**src/rtl/stream_output_mux.sv**
```systemverilog
// Per-output data path of the stream crossbar: steers the granted master onto
// the output and holds that selection for a whole packet. The output stage is
// a two-entry (main + skid) register, so the path is fully registered.
module stream_output_mux #(
    parameter int S_DATA_COUNT = 2,
    parameter int T_DATA_WIDTH = 8,
    parameter int T_ID___WIDTH = $clog2(S_DATA_COUNT)
) (
    input  logic                                 clk_i,
    input  logic                                 rst_in,
    input  logic [T_ID___WIDTH-1:0]              id_i,
    output logic [S_DATA_COUNT-1:0]              requests_o,
    output logic [S_DATA_COUNT-1:0]              last_o,
    input  logic [S_DATA_COUNT-1:0]              s_valid_i,
    input  logic [S_DATA_COUNT*T_DATA_WIDTH-1:0] s_data_i,
    input  logic [S_DATA_COUNT-1:0]              s_last_i,
    output logic [S_DATA_COUNT-1:0]              s_ready_o,
    output logic                                 m_valid_o,
    output logic [T_DATA_WIDTH-1:0]              m_data_o,
    output logic                                 m_last_o,
    output logic [T_ID___WIDTH-1:0]              m_id_o,
    input  logic                                 m_ready_i
);

    typedef enum logic {IDLE, BUSY} state_t;

    state_t                  state_q, state_d;
    logic [T_ID___WIDTH-1:0] lock_id_q, lock_id_d;
    logic                    in_rdy_q, in_rdy_d;

    logic                    main_valid_q, main_valid_d;
    logic [T_DATA_WIDTH-1:0] main_data_q, main_data_d;
    logic                    main_last_q, main_last_d;
    logic [T_ID___WIDTH-1:0] main_id_q, main_id_d;

    logic                    skid_valid_q, skid_valid_d;
    logic [T_DATA_WIDTH-1:0] skid_data_q, skid_data_d;
    logic                    skid_last_q, skid_last_d;
    logic [T_ID___WIDTH-1:0] skid_id_q, skid_id_d;

    logic [T_ID___WIDTH-1:0] sel;
    logic                    sel_ok;
    logic                    sel_valid;
    logic                    sel_last;
    logic [T_DATA_WIDTH-1:0] sel_data;
    logic                    acc;

    // Select the source (locked id while inside a packet) and derive ready/accept/last
    always_comb begin
        sel        = (state_q == BUSY) ? lock_id_q : id_i;
        sel_ok     = 32'(sel) < 32'(S_DATA_COUNT);
        sel_valid  = 1'b0;
        sel_last   = 1'b0;
        sel_data   = '0;
        s_ready_o  = '0;
        last_o     = '0;
        requests_o = rst_in ? s_valid_i : '0;
        if (sel_ok) begin
            sel_valid      = s_valid_i[sel];
            sel_last       = s_last_i[sel];
            sel_data       = s_data_i[sel*T_DATA_WIDTH +: T_DATA_WIDTH];
            s_ready_o[sel] = in_rdy_q;
        end
        acc = sel_valid && in_rdy_q;
        if (acc && sel_last) begin
            last_o[sel] = 1'b1;
        end
    end

    // Packet lock: enter BUSY on a non-final beat, leave on the final one
    always_comb begin
        state_d   = state_q;
        lock_id_d = lock_id_q;
        case (state_q)
            IDLE: begin
                if (acc && !sel_last) begin
                    state_d   = BUSY;
                    lock_id_d = sel;
                end
            end
            BUSY: begin
                if (acc && sel_last) begin
                    state_d = IDLE;
                end
            end
            default: state_d = IDLE;
        endcase
    end

    // Main/skid output buffer; ready is registered as "skid entry empty"
    always_comb begin
        main_valid_d = main_valid_q;
        main_data_d  = main_data_q;
        main_last_d  = main_last_q;
        main_id_d    = main_id_q;
        skid_valid_d = skid_valid_q;
        skid_data_d  = skid_data_q;
        skid_last_d  = skid_last_q;
        skid_id_d    = skid_id_q;
        if (main_valid_q && m_ready_i) begin
            if (skid_valid_q) begin
                main_data_d  = skid_data_q;
                main_last_d  = skid_last_q;
                main_id_d    = skid_id_q;
                skid_valid_d = 1'b0;
            end else begin
                main_valid_d = 1'b0;
            end
        end
        // A beat is only accepted while skid is empty, so at most one of the
        // two entries is written here and main never receives two beats.
        if (acc) begin
            if (!main_valid_q || m_ready_i) begin
                main_valid_d = 1'b1;
                main_data_d  = sel_data;
                main_last_d  = sel_last;
                main_id_d    = sel;
            end else begin
                skid_valid_d = 1'b1;
                skid_data_d  = sel_data;
                skid_last_d  = sel_last;
                skid_id_d    = sel;
            end
        end
        in_rdy_d = !skid_valid_d;
    end

    // State and buffer registers
    always_ff @(posedge clk_i or negedge rst_in) begin
        if (!rst_in) begin
            state_q      <= IDLE;
            lock_id_q    <= '0;
            in_rdy_q     <= 1'b0;
            main_valid_q <= 1'b0;
            main_data_q  <= '0;
            main_last_q  <= 1'b0;
            main_id_q    <= '0;
            skid_valid_q <= 1'b0;
            skid_data_q  <= '0;
            skid_last_q  <= 1'b0;
            skid_id_q    <= '0;
        end else begin
            state_q      <= state_d;
            lock_id_q    <= lock_id_d;
            in_rdy_q     <= in_rdy_d;
            main_valid_q <= main_valid_d;
            main_data_q  <= main_data_d;
            main_last_q  <= main_last_d;
            main_id_q    <= main_id_d;
            skid_valid_q <= skid_valid_d;
            skid_data_q  <= skid_data_d;
            skid_last_q  <= skid_last_d;
            skid_id_q    <= skid_id_d;
        end
    end

    assign m_valid_o = main_valid_q;
    assign m_data_o  = main_data_q;
    assign m_last_o  = main_last_q;
    assign m_id_o    = main_id_q;

endmodule

```
**config.mk**
```make
export PLATFORM = sky130hd
export DESIGN_NAME = stream_output_mux
export DESIGN_NICKNAME = d
export VERILOG_FILES = /design/src/rtl/stream_output_mux.sv
export SDC_FILE = /design/constraint.sdc
export NUM_CORES = 1
export LEC_CHECK = 0
export CAP_MARGIN = 40
export CORE_AREA = 2 2 59 61
export CTS_BUF_LIST = sky130_fd_sc_hd__clkbuf_4 sky130_fd_sc_hd__clkbuf_8 sky130_fd_sc_hd__clkbuf_16
export DETAILED_ROUTE_END_ITERATION = 10
export DIE_AREA = 0 0 61 63
export PLACE_DENSITY = 0.76
export SKIP_LAST_GASP = 1
export SLEW_MARGIN = 25
export SYNTH_ARGS = -nofsm -noshare
export SYNTH_HDL_FRONTEND = slang
export SYNTH_SLANG_ARGS = --single-unit
```
**constraint.sdc**
```tcl
create_clock -name clk_i -period 1.97 [get_ports clk_i]
set_clock_uncertainty 0.05 [all_clocks]
set_input_delay 0.394 -clock clk_i [delete_from_list [all_inputs] [get_ports clk_i]]
set_output_delay 0.394 -clock clk_i [all_outputs]
set_load 0.005 [all_outputs]
```
==> results.json <==
{
  "synth_top_area_cell": "dfrtp_1",
  "synthMuxAreaShare": 0.0383,
  "synth_xor_area_frac": 0,
  "drtIter0Drc": 78,
  "yosysWarnings": 0,
  "worstSkewPairLatency_ps": 310,
  "rsz0062_at_grt": "true",
  "critPathBufInv": 2,
  "crit_path_max_incr_delay_ps": 460,
  "worst_pin_slew_ps": 375,
  "ir_drop_v": 0.000787,
  "synth_top_family_by_area": "simple AND/OR/NAND/NOR gates",
  "final_max_slew_viol_count": 0,
  "tns_ps": 0,
  "cts_made_buffers": 3,
  "drv_cap": 0,
  "synth_area_sq_um": 1440,
  "area_growth_syn_to_layout_pct": 43.7,
  "critPathRequiredTime_ps": 1530,
  "path_clk_slew_ps": 140,
  "drt_pass1_iterations": 4,
  "report.final.hold_viol_count": 0,
  "p_leak_uw": 0.000947,
  "final_nets": 250,
  "dp.final_hpwl_mm": 3.00,
  "overflow": 0,
  "wl_met1_mm": 1.90,
  "outcome": "finished clean",
  "finish.utilization": 0.639,
  "highest_layer": "met4",
  "synth_compound_area_frac": 0.218,
  "syn_nets": 192,
  "drt_wl_total_mm": 4.25,
  "ant_nets": 0,
  "cts-root-buf": "clkbuf_4",
  "maxSlewHeadroom": 0.750,
  "n_antenna_cell": 0,
  "crit_path_cell_trace": "mux2_4 -> buf_4 -> nor2_2 -> clkbuf_2",
  "port_buffers": 40,
  "h-tree-depth": 1,
  "fin_crit_ps": 1930,
  "netlist_top_cells_area": "dfrtp_1 44%, and3_1 12%, nand2_1 7.0%",
  "synth-simple-area-share": 0.262,
  "dr_total_vias": 1521,
  "post-route-period-util": 0.978,
  "synthAdderAreaFrac": 0,
  "fmax_ghz": 0.519,
  "yosys.area.top_type_share": 0.435,
  "setup_viol": 0,
  "grt_usage": 0.237,
  "clk_path_buf_depth": 2,
  "seq_area_frac_synth": 0.435,
  "synth-async-reset-ratio": 1.00,
  "cts_sinks": 25,
  "avgSynthCellArea_sq_um": 8.56,
  "cpLargestDelayFamily": "flip-flops",
  "yosys-top-cells-count": "27 x and3_1, 27 x nand2_1, 25 x dfrtp_1",
  "hold_class": "input port to async pin",
  "drc_errors": 0,
  "layout-drive-gt1-share": 0.178,
  "fp.dieH_um": 63,
  "vias_per_cell": 5.61,
  "synth-edff-count": 0,
  "grt_max_degree": 25,
  "ioPinCount": 41,
  "die_w_um": 61,
  "routed-wl-met2_mm": 1.98,
  "routabilityCongestion": 0.929,
  "tritoncts": "yes",
  "worstSetupPathType": "register to primary output",
  "dr_wl_met3_um": 234,
  "yosysUniqueCellTypes": 26,
  "crit_path_end_kind": "primary output",
  "grt_first_pass_wirelength_mm": 6.97,
  "critical_path.startpoint_type": "register",
  "core_area_sq_um": 3230,
  "power_density_nw_per_um2": 1320,
  "arrival_ps": 1480,
  "antenna_found_initial": 0,
  "critPathSlowestCell": "dfrtp_2",
  "first_global_vias": 1523,
  "ys_ff_latch": 25,
  "initial_core_util": 0.445,
  "wl_per_cell_um": 15.7,
  "core.rowCount": 21,
  "cp_max_fo": 4,
  "dieArea_sq_um": 3840,
  "synthCells": 168,
  "ys.flop_type": "dfrtp_1"
}
==> placed cells by master, fill, tap and decap left out, types with 4 or more instances in the layout <==
cell type         n
nand2_1          27
clkdlybuf4s50_1  32
o2bb2ai_1         9
and3_1           25
clkbuf_4          4
o22ai_1           8
nor2_1            6
buf_4            25
o21ai_0          19
dfrtp_1          23
a31oi_1          10
and2_1            4
dlygate4sd2_1     4
==> logic make-up (layout without fill, tap and decap cells) <==
kind of cell           Yosys count  after routing
and+or+nand+nor                 74             74
buffers and inverters           14             71
muxes                            5              5
AOI/OAI and AO/OA               50             50
DFF                             25             25
==> per-stage QoR <==
step / instances / total power, uW / cell area, sq um / hold WS (ps) / setup slack (ps)
global route: 271 / 2950 / 2070 / 165 / -23.4
finish: 271 / 2720 / 2070 / 174 / 42.7
global placement: 263 / 2330 / 1990 / 421 / -284
CTS: 269 / 2690 / 2060 / 162 / -225
detailed placement: 263 / 2400 / 1990 / 424 / -303
floorplan: 168 / 1730 / 1440 / 48.4 / 425
==> per-layer routing <==
metal | track usage | vias to the layer above
met5 | 0 | -
met4 | 0.109 | 0
met3 | 0.0373 | 14
met2 | 0.374 | 55
met1 | 0.312 | 725
li1 | - | 727
==> sequential cells by signal, summed over array words and instances, names as in the netlist, named ones only <==
signal,cells
m_data_o,8
skid_data_q,8
in_rdy_q,1
lock_id_q,1
m_id_o,1
m_last_o,1
m_valid_o,1
skid_id_q,1
skid_last_q,1
skid_valid_q,1
==> final cells by class <==
cell class | instances | area, sq um
multi-input combinational | 129 | 772
sequential | 25 | 628
fill | 296 | 1170
timing repair buffer | 65 | 571
tap | 46 | 57.6
inverter | 2 | 7.51
clock buffer | 4 | 30.0
==> power by group <==
group | internal (uW) | switching (uW) | leakage, uW
registers | 760 | 163 | 0.000303
logic | 843 | 703 | 0.000626
clock network | 92.8 | 157 | 0.0000184
total | 1700 | 1020 | 0.000947
==> final timing paths <==
path,from,endpoint,slack [ps],cells past startpoint
setup / recovery,register,s_ready_o[0],40,4
hold / removal,rst_in,async pin,170,2
setup reg to reg,register,in_rdy_q$_DFF_PN0_,160,6
hold reg to reg,skid_last_q$_DFFE_PN0P_,skid_last_q$_DFFE_PN0P_,460,1
max in group asynchronous,rst_in,lock_id_q$_DFFE_PN0P_,1300,2
min in group clk_i,skid_last_q$_DFFE_PN0P_,skid_last_q$_DFFE_PN0P_,460,1
==> timing repair <==
item | in CTS | in global routing
hold buffers | 0 | 0
pin swaps | 1 | 1
setup buffers | 2 | 2
endpoints found under the hold margin | 0 | 0
setup endpoints to repair | 6 | 4
gates resized for setup | 15 | 8
No activity file was read; power rests on OpenSTA's default activity.
